**config.mk**
```make
export PLATFORM = sky130hd
export DESIGN_NAME = nn_agent_stepper
export DESIGN_NICKNAME = d
export VERILOG_FILES = /design/src/rtl/nn_agent_stepper.sv
export SDC_FILE = /design/constraint.sdc
export NUM_CORES = 1
export LEC_CHECK = 0
export BUFFER_PORTS_ARGS = -buffer_cell sky130_fd_sc_hd__clkbuf_2
export CORE_UTILIZATION = 62
export CTS_CLUSTER_SIZE = 10
export DETAILED_ROUTE_END_ITERATION = 7
export PLACE_DENSITY = 0.82
export SETUP_SLACK_MARGIN = 0.4
export SYNTH_ARGS = -nofsm -noshare
export SYNTH_HDL_FRONTEND = slang
export SYNTH_SLANG_ARGS = --single-unit
```
**constraint.sdc**
```tcl
create_clock -name clk -period 17.8 [get_ports clk]
set_input_delay 0.89 -clock clk [delete_from_list [all_inputs] [get_ports clk]]
set_output_delay 0.89 -clock clk [all_outputs]
set_load 0.02 [all_outputs]
```
**src/rtl/nn_agent_stepper.sv**
```systemverilog
// nn_agent_stepper
//   Agent-side partner of neural_network. On each accepted step it reads the
//   six grid cells around the agent (front, front-left, left, front-right,
//   right, far front) from an obstacle RAM. It presents them as sensor bits
//   a..f and samples the network's dir decision. It then turns and moves the
//   agent by one cell, reporting a crash when the target cell is blocked.
//
// Ports
//   clk, rst          : rising-edge clock, synchronous active-high reset
//   step              : one-cycle request, accepted only while idle
//   rd_en, rd_addr    : registered obstacle RAM read (addr = y*GRID_W + x)
//   rd_data           : obstacle bit, valid the cycle after rd_en
//   a..f              : registered sensor bits (1 = blocked or off-grid)
//   sens_valid        : sensors stable, dir sampled this cycle
//   dir               : 00 straight, 01 left, 10 right, 11 hold
//   pos_x, pos_y      : agent position
//   heading           : 0=N, 1=E, 2=S, 3=W
//   busy, done, crash : step in progress / completion pulse / blocked move
//
// Handshake: step has no ready. It is taken only in IDLE and dropped
// otherwise, so the caller watches busy/done and pulses step again after done.
// No request is queued.

module nn_agent_stepper #(
  parameter int GRID_W     = 16,
  parameter int GRID_H     = 16,
  parameter int X_W        = 4,
  parameter int Y_W        = 4,
  parameter int ADDR_W     = 8,
  parameter int START_X    = 0,
  parameter int START_Y    = 0,
  parameter int START_HEAD = 1
) (
  input  logic              clk,
  input  logic              rst,
  input  logic              step,
  output logic              rd_en,
  output logic [ADDR_W-1:0] rd_addr,
  input  logic              rd_data,
  output logic              a,
  output logic              b,
  output logic              c,
  output logic              d,
  output logic              e,
  output logic              f,
  output logic              sens_valid,
  input  logic [1:0]        dir,
  output logic [X_W-1:0]    pos_x,
  output logic [Y_W-1:0]    pos_y,
  output logic [1:0]        heading,
  output logic              busy,
  output logic              done,
  output logic              crash
);

  typedef enum logic [3:0] {
    S_IDLE, S_Q0, S_Q1, S_Q2, S_Q3, S_Q4, S_Q5, S_WAIT, S_DECIDE, S_MOVE
  } state_t;

  state_t            state_q, state_d;
  logic [X_W-1:0]    pos_x_q, pos_x_d;
  logic [Y_W-1:0]    pos_y_q, pos_y_d;
  logic [1:0]        head_q, head_d;
  logic [1:0]        dir_q, dir_d;
  logic [5:0]        sens_q, sens_d;   // bit k = sensor k (a = bit 0)
  logic              rd_en_q, rd_en_d;
  logic [ADDR_W-1:0] rd_addr_q, rd_addr_d;
  logic              hit_prev_q, hit_prev_d;  // previous slot issued a real read

  logic       issue;
  logic [2:0] slot;
  logic       in_grid;
  logic       cap;
  logic [1:0] mh;
  logic       go;
  logic       blocked;
  int         fx, fy, lx, ly, ox, oy, cx, cy;

  function automatic int dx_of(input logic [1:0] h);
    case (h)
      2'd1:    return 1;
      2'd3:    return -1;
      default: return 0;
    endcase
  endfunction

  function automatic int dy_of(input logic [1:0] h);
    case (h)
      2'd0:    return -1;
      2'd2:    return 1;
      default: return 0;
    endcase
  endfunction

  // The read registered on this edge belongs to the slot being entered next.
  always_comb begin
    issue = 1'b0;
    slot  = 3'd0;
    case (state_q)
      S_IDLE: begin issue = step; slot = 3'd0; end
      S_Q0:   begin issue = 1'b1; slot = 3'd1; end
      S_Q1:   begin issue = 1'b1; slot = 3'd2; end
      S_Q2:   begin issue = 1'b1; slot = 3'd3; end
      S_Q3:   begin issue = 1'b1; slot = 3'd4; end
      S_Q4:   begin issue = 1'b1; slot = 3'd5; end
      default: ;
    endcase
  end

  // Cell geometry: offsets built from the forward and left unit vectors.
  always_comb begin
    fx = dx_of(head_q);
    fy = dy_of(head_q);
    lx = dx_of(head_q - 2'd1);
    ly = dy_of(head_q - 2'd1);
    ox = 0;
    oy = 0;
    case (slot)
      3'd0:    begin ox = fx;      oy = fy;      end
      3'd1:    begin ox = fx + lx; oy = fy + ly; end
      3'd2:    begin ox = lx;      oy = ly;      end
      3'd3:    begin ox = fx - lx; oy = fy - ly; end
      3'd4:    begin ox = -lx;     oy = -ly;     end
      default: begin ox = 2 * fx;  oy = 2 * fy;  end
    endcase
    cx = int'(pos_x_q) + ox;
    cy = int'(pos_y_q) + oy;
    in_grid = (cx >= 0) && (cx < GRID_W) && (cy >= 0) && (cy < GRID_H);
  end

  always_comb begin
    state_d    = state_q;
    pos_x_d    = pos_x_q;
    pos_y_d    = pos_y_q;
    head_d     = head_q;
    dir_d      = dir_q;
    sens_d     = sens_q;
    rd_en_d    = issue && in_grid;
    rd_addr_d  = rd_en_d ? ADDR_W'(cy * GRID_W + cx) : '0;
    hit_prev_d = rd_en_q;
    busy       = (state_q != S_IDLE);
    sens_valid = (state_q == S_DECIDE);
    done       = 1'b0;
    crash      = 1'b0;
    mh         = head_q;
    go         = 1'b0;
    blocked    = 1'b0;
    // Off-grid slots issued no read, so they capture a forced 1.
    cap        = hit_prev_q ? rd_data : 1'b1;

    case (state_q)
      S_IDLE:   if (step) state_d = S_Q0;
      S_Q0:     state_d = S_Q1;
      S_Q1:     begin state_d = S_Q2;     sens_d[0] = cap; end
      S_Q2:     begin state_d = S_Q3;     sens_d[1] = cap; end
      S_Q3:     begin state_d = S_Q4;     sens_d[2] = cap; end
      S_Q4:     begin state_d = S_Q5;     sens_d[3] = cap; end
      S_Q5:     begin state_d = S_WAIT;   sens_d[4] = cap; end
      S_WAIT:   begin state_d = S_DECIDE; sens_d[5] = cap; end
      S_DECIDE: begin state_d = S_MOVE;   dir_d = dir;     end
      S_MOVE: begin
        state_d = S_IDLE;
        done    = 1'b1;
        // The front/left/right sensors already cover the target cell,
        // including the off-grid case.
        case (dir_q)
          2'b00:   begin mh = head_q;        go = 1'b1; blocked = sens_q[0]; end
          2'b01:   begin mh = head_q - 2'd1; go = 1'b1; blocked = sens_q[2]; end
          2'b10:   begin mh = head_q + 2'd1; go = 1'b1; blocked = sens_q[4]; end
          default: begin mh = head_q;        go = 1'b0; blocked = 1'b0;      end
        endcase
        head_d = mh;
        crash  = go && blocked;
        if (go && !blocked) begin
          pos_x_d = pos_x_q + X_W'(dx_of(mh));
          pos_y_d = pos_y_q + Y_W'(dy_of(mh));
        end
      end
      default: state_d = S_IDLE;
    endcase
  end

  always_ff @(posedge clk) begin
    if (rst) begin
      state_q    <= S_IDLE;
      pos_x_q    <= X_W'(START_X);
      pos_y_q    <= Y_W'(START_Y);
      head_q     <= 2'(START_HEAD);
      dir_q      <= 2'b00;
      sens_q     <= 6'b0;
      rd_en_q    <= 1'b0;
      rd_addr_q  <= '0;
      hit_prev_q <= 1'b0;
    end else begin
      state_q    <= state_d;
      pos_x_q    <= pos_x_d;
      pos_y_q    <= pos_y_d;
      head_q     <= head_d;
      dir_q      <= dir_d;
      sens_q     <= sens_d;
      rd_en_q    <= rd_en_d;
      rd_addr_q  <= rd_addr_d;
      hit_prev_q <= hit_prev_d;
    end
  end

  assign rd_en   = rd_en_q;
  assign rd_addr = rd_addr_q;
  assign pos_x   = pos_x_q;
  assign pos_y   = pos_y_q;
  assign heading = head_q;
  assign a       = sens_q[0];
  assign b       = sens_q[1];
  assign c       = sens_q[2];
  assign d       = sens_q[3];
  assign e       = sens_q[4];
  assign f       = sens_q[5];

endmodule
```
==> out/summary.txt, run 1 <==
clock tree buffer depth: 2
Place WS: 11620 ps
count leader, synth: ha_1
reg2reg start: state_q[0]$_SDFFE_PP0P_
number of global-route vias before repair: 2489
Worst EP arrival: 6460 ps
final hold vios: 0
Max FO, Critical Path: 23
HP Start: sens_q[5]$_SDFFE_PP0P_
PostCTS Resize Cnt: 0
peak supply drop: 0.0000388 V
wire per inst: 15.5 um
# diodes: 0
Core Region: 4850 sq um
Initial Util: 65.8%
Period minus WS final: 6270 ps
number of buffers inserted during clock tree synthesis: 5
grt ovf: 0
layout cell share with drive strength beyond 1: 12.9%
H-Tree Depth: 2
pwr dens: 52.9 nW/um^2
setup repair bufs after CTS: 0
status: finished, final reports clean
overall die height: 73.7 um
vias per cell: 5.91
GPL Wtd Cong: 0.872
Netlist Area Pre-Place: 3190 sq um
Mapped Cells: 382
Post-synth top cells: 59 x ha_1, 39 x nor2_1, 36 x inv_1, 32 x dfxtp_1, 20 x a21oi_1
fraction of registers with async set/reset: 0%
hold depth: 2
Vias: 2820
CP Capture Type: flop
largest net degree at the start of global routing: 26
final wirelength: 7410 um
area of the die: 5440 sq um
Total Routing Usage GR: 29.3%
static leakage: 0.00162 uW
CTS tree: done
# hold bufs at CTS: 0
Area Overhead vs Synth: 8.71%
fillers: 372
number of distinct library cells after synthesis: 59
Yosys top cell area share: 23.1%
required time worst endpoint: 17990 ps
Fin Hold WS: 486 ps
Primary FF master, synth: dfxtp_1
worst reg2reg path depth: 16
clock root cell: clkbuf_8
Setup violations, final: 0
largest cells by area after synthesis: ha_1 23%, dfxtp_1 20%, nor2_1 4.6%, inv_1 4.2%, xnor2_1 3.3%
Worst Hold Class: reg -> reg
I/O pin cnt: 35
maxcap violations: 0
Worst-Skew Late Latency: 300 ps
Layout Utilization: 71.5%
detailed placement HPWL: 5670 um
number of synthesized register bits: 32
Hold Path Sink: sens_q[5]$_SDFFE_PP0P_
cell row count: 25
Post-DRT Antenna Nets: 0
Post-Route Setup TNS: 0 ps
CP startpoint kind: flop
Initial DRT Pass Iterations: 5
sequential area share after synthesis: 20.1%
chip width: 73.7 um
critical path type: reg -> reg
Remaining DRCs: 0
Post-Synthesis Net Count: 452
Synth area leader: ha_1
EDFF count, synth: 0
Ys Warns: 0
initial antenna violation count: 0
fmax: 160 MHz
Clock Skew: 6.43 ps
port buffer count: 34
Reg2Reg Setup Slack: 11530 ps
first-pass GRT wire length: 12100 um
max_slew headroom: 15.6%
Starting DRT DRC Count: 261
Final period util: 35.2%
R2R Path End: rd_addr[7]$_SDFF_PP0_
actual slew at the worst max-slew pin: 1250 ps
nets: 479
post-route setup slack: 11530 ps
CTS Sinks: 32
final-report max-slew violation count: 0
Reg clk slew, reported paths: 70 ps
syn_area_per_cell: 8.35 sq um
RSZ-0062 raised after global routing: no
worst max-delay path, cell delays in order, from the launching register on:
cell	delay, ps
dfxtp_1	810
nor4bb_4	650
mux2i_1	360
nor3_1	90
o21ai_0	280
nand3_1	460
ha_1	530
a21oi_1	110
nor2b_1	350
o21ai_0	150
ha_1	290
or4b_2	580
nor4_1	290
nand4_1	140
a311oi_1	280
o2111ai_1	440
nor4_1	360
registers in the layout, indices dropped and copies added (netlist names):
register and cells:
dir_q 2, heading 2, rd_addr 8, state_q 4, pos_y 4, hit_prev_q 1, sens_q 6, rd_en 1
pos_x 4
worst max-delay path by stage:
stage | start | endpoint | slack, ps | cells past startpoint
detailed placement | state_q[0]$_SDFFE_PP0P_ | rd_addr[2]$_SDFF_PP0_ | 11620 | 17
floorplan | heading[0]$_SDFFE_PP1P_ | rd_addr[2]$_SDFF_PP0_ | 12120 | 19
global placement | state_q[0]$_SDFFE_PP0P_ | rd_addr[7]$_SDFF_PP0_ | 11870 | 16
CTS | state_q[0]$_SDFFE_PP0P_ | rd_addr[2]$_SDFF_PP0_ | 11580 | 16
finish | state_q[0]$_SDFFE_PP0P_ | rd_addr[7]$_SDFF_PP0_ | 11530 | 16
global route | state_q[0]$_SDFFE_PP0P_ | rd_addr[3]$_SDFF_PP0_ | 10960 | 16
cell type report:
class                   instances  area [sq um]  area share [%]
clock inverters                 2          15.0           0.433
multi-input cells             299          2330            67.3
inverters                      36           135            3.90
repair buffers                 35           178            5.12
well taps                      67          83.8            2.42
clock buffers                   6          82.6            2.38
flip-flops and latches         32           641            18.5
power by group:
part           internal, uW  leakage [uW]  total [uW]  switching, uW
Combinational          19.0       0.00132        44.8           25.7
Sequential             72.8      0.000258        77.0           4.17
Clock                  31.3     0.0000434        61.7           30.4
logic make-up (layout without fill, tap and decap cells):
group / after synthesis / in the layout / share of synthesized area, %
simple gates: 126 / 126 / 21.5
compound gates: 82 / 82 / 17.1
fa+ha+maj: 64 / 64 / 26.3
buf+inv: 51 / 79 / 6.78
flops: 32 / 32 / 20.1
xor+xnor: 19 / 19 / 5.65
mux: 8 / 8 / 2.71
layer usage:
layer / GRT usage [%] / wire [um]
met1: 40.6 / 3480
met2: 47.5 / 3420
met3: 3.70 / 362
met4: 8.55 / 149
met5: 0 / 0
through the flow:
stage               area, sq um  total power, uW  std cells
detailed placement         3370              122        469
finish                     3470              183        477
CTS                        3470              183        477
floorplan                  3190              112        382
global placement           3370              121        469
global route               3470              192        477
layout by cell type, fill, tap and decap left out, types with 7 or more instances in the layout:
cell type	instances
a211oi_1	7
a21o_1	7
a21oi_1	20
clkbuf_2	34
dfxtp_1	32
ha_1	59
inv_1	36
nand2_1	17
nor2_1	39
nor3_1	17
nor4_1	12
o21ai_0	18
xnor2_1	12
(Power assumes the default switching activity.)
==> run 2, diff against run 1 <==
--- a/config.mk
+++ b/config.mk
@@ -6,10 +6,10 @@
 export NUM_CORES = 1
 export LEC_CHECK = 0
 export BUFFER_PORTS_ARGS = -buffer_cell sky130_fd_sc_hd__clkbuf_2
-export CORE_UTILIZATION = 62
+export CORE_UTILIZATION = 60
 export CTS_CLUSTER_SIZE = 10
 export DETAILED_ROUTE_END_ITERATION = 7
-export PLACE_DENSITY = 0.82
+export PLACE_DENSITY = 0.79
 export SETUP_SLACK_MARGIN = 0.4
 export SYNTH_ARGS = -nofsm -noshare
 export SYNTH_HDL_FRONTEND = slang
==> constraint.sdc (replaced) <==
create_clock -name clk -period 5.99 [get_ports clk]
set_input_delay 0.2995 -clock clk [delete_from_list [all_inputs] [get_ports clk]]
set_output_delay 0.2995 -clock clk [all_outputs]
set_load 0.02 [all_outputs]
==> run 2 against run 1 <==
Net effect:
- cell count grew 2.7%
- critical path type unchanged
- fmax grew 16%
- largest cell class unchanged
- register-to-register slack lost 11000 ps
- worst hold slack lost 250 ps
- die area grew 3.2%
- non-clock buffer count grew 9
==> out/summary.txt, run 2 (synthesis gave the netlist of run 1 again) <==
commonest non-fill, non-tap cell in the layout: ha_1
pwr dens: 165 nW/um^2
maxcap violations: 0
max FFs per register: 8
RSZ-0062 raised after global routing: no
Reg2Reg Setup Slack: 600 ps
max_slew headroom: 8.06%
setup repair bufs after CTS: 0
Layout Utilization: 72.9%
Initial Util: 62.5%
reg2reg start: state_q[2]$_SDFFE_PP0P_
actual slew at the worst max-slew pin: 1360 ps
Max FO, Critical Path: 19
number of global-route vias before repair: 2705
port buffer count: 34
number of buffers inserted during clock tree synthesis: 5
status: finished, final reports clean
Post-DRT Antenna Nets: 0
clock root cell: clkbuf_8
crit path to: rd_addr[4]$_SDFF_PP0_
Core Region: 5110 sq um
critical path type: reg -> reg
grt ovf: 0
most frequent cells in the layout: 57 x ha_1, 36 x inv_1, 36 x nor2_1
Initial DRT Pass Iterations: 5
detailed placement HPWL: 5940 um
Inst Count DP: 481
worst reg2reg path depth: 19
Starting DRT DRC Count: 214
nets: 489
Final period util: 90.1%
Post-Route Setup TNS: 0 ps
Worst-Skew Late Latency: 280 ps
Clock Skew: 3.81 ps
Place WS: 195 ps
clock tree buffer depth: 2
Period minus WS final: 5390 ps
I/O pin cnt: 35
Worst EP arrival: 5560 ps
Vias: 2925
initial antenna violation count: 0
final wirelength: 8310 um
static leakage: 0.00171 uW
Total Routing Usage GR: 29.9%
wire per inst: 17.0 um
vias per cell: 5.97
fmax: 185 MHz
# diodes: 0
H-Tree Depth: 2
CP startpoint: state_q[2]$_SDFFE_PP0P_
R2R Path End: rd_addr[4]$_SDFF_PP0_
CP startpoint kind: flop
Worst Hold Class: in -> reg
layout cell share with drive strength beyond 1: 20.2%
post-route setup slack: 596 ps
peak supply drop: 0.000141 V
first-pass GRT wire length: 12500 um
area of the die: 5610 sq um
cell row count: 26
largest net degree at the start of global routing: 25
Area Overhead vs Synth: 16.7%
required time worst endpoint: 6160 ps
CTS Sinks: 32
Area after DPL: 3440 sq um
fin cells: 490
final-report max-slew violation count: 0
GPL Wtd Cong: 0.909
overall die height: 74.9 um
Reg clk slew, reported paths: 70 ps
final hold vios: 0
finished layout cell area: 3720 sq um
chip width: 74.9 um
CTS tree: done
CP Capture Type: flop
Setup violations, final: 0
Remaining DRCs: 0
## run 2: how the worst min path moves through the flow
stage,start,end,slack [ps],cells past startpoint
6_report,dir[0],dir_q[0]$_SDFFE_PP0P_,240,3
5_1_grt,dir[1],dir_q[1]$_SDFFE_PP0P_,240,3
2_1_floorplan,rst,hit_prev_q$_SDFF_PP0_,370,1
3_3_place_gp,sens_q[5]$_SDFFE_PP0P_,sens_q[5]$_SDFFE_PP0P_,470,2
3_5_place_dp,sens_q[5]$_SDFFE_PP0P_,sens_q[5]$_SDFFE_PP0P_,480,2
4_1_cts,dir[0],dir_q[0]$_SDFFE_PP0P_,230,3
## run 2: layout make-up
class | instances | area [sq um]
Clock buffer | 7 | 96.3
Fill cell | 391 | 1390
Clock inverter | 1 | 30.0
Timing Repair Buffer | 44 | 245
Tap cell | 70 | 87.6
Multi-Input combinational cell | 300 | 2480
Sequential cell | 32 | 646
Inverter | 36 | 135
## run 2: timing repair
action,CTS,global route
gates cloned,1,0
pin swaps,1,4
resized for setup,4,26
hold endpoints to repair,0,0
endpoints found under the setup margin,9,9
hold buffers,0,0
## run 2: power by group
part / total (uW) / internal, uW / leakage (uW) / switching, uW
Combinational: 161 / 65.9 / 0.00139 / 95.5
Sequential: 221 / 216 / 0.000259 / 4.84
Clock: 232 / 147 / 0.0000645 / 85.4
## run 2: routing by layer
metal	track usage, %	vias up	share of wire, %
met1	38.8	1392	46
met5	0	-	0
met4	10.7	0	1.8
met2	49.3	91	47
met3	6.02	17	5.0
li1	-	1425	-
## run 2: critical path: stages, from the launching register on
cell and delay (ps):
dfxtp_4 430, nor4bb_4 380, buf_4 220, mux2i_2 290
xnor2_1 130, o21ai_0 180, nand2_1 120, a32oi_4 330
ha_1 290, a21o_1 180, a21oi_2 180, nor2b_2 100
o21a_1 180, ha_1 300, or4b_2 650, nor4_1 200
nand4_1 220, a311oi_4 370, o2111ai_2 240, nor4_1 280
## run 2: stage by stage
stage	total power [uW]	hold WS, ps
4_1_cts	606	231
5_1_grt	642	239
3_3_place_gp	371	472
6_report	615	237
3_5_place_dp	372	484
2_1_floorplan	334	371
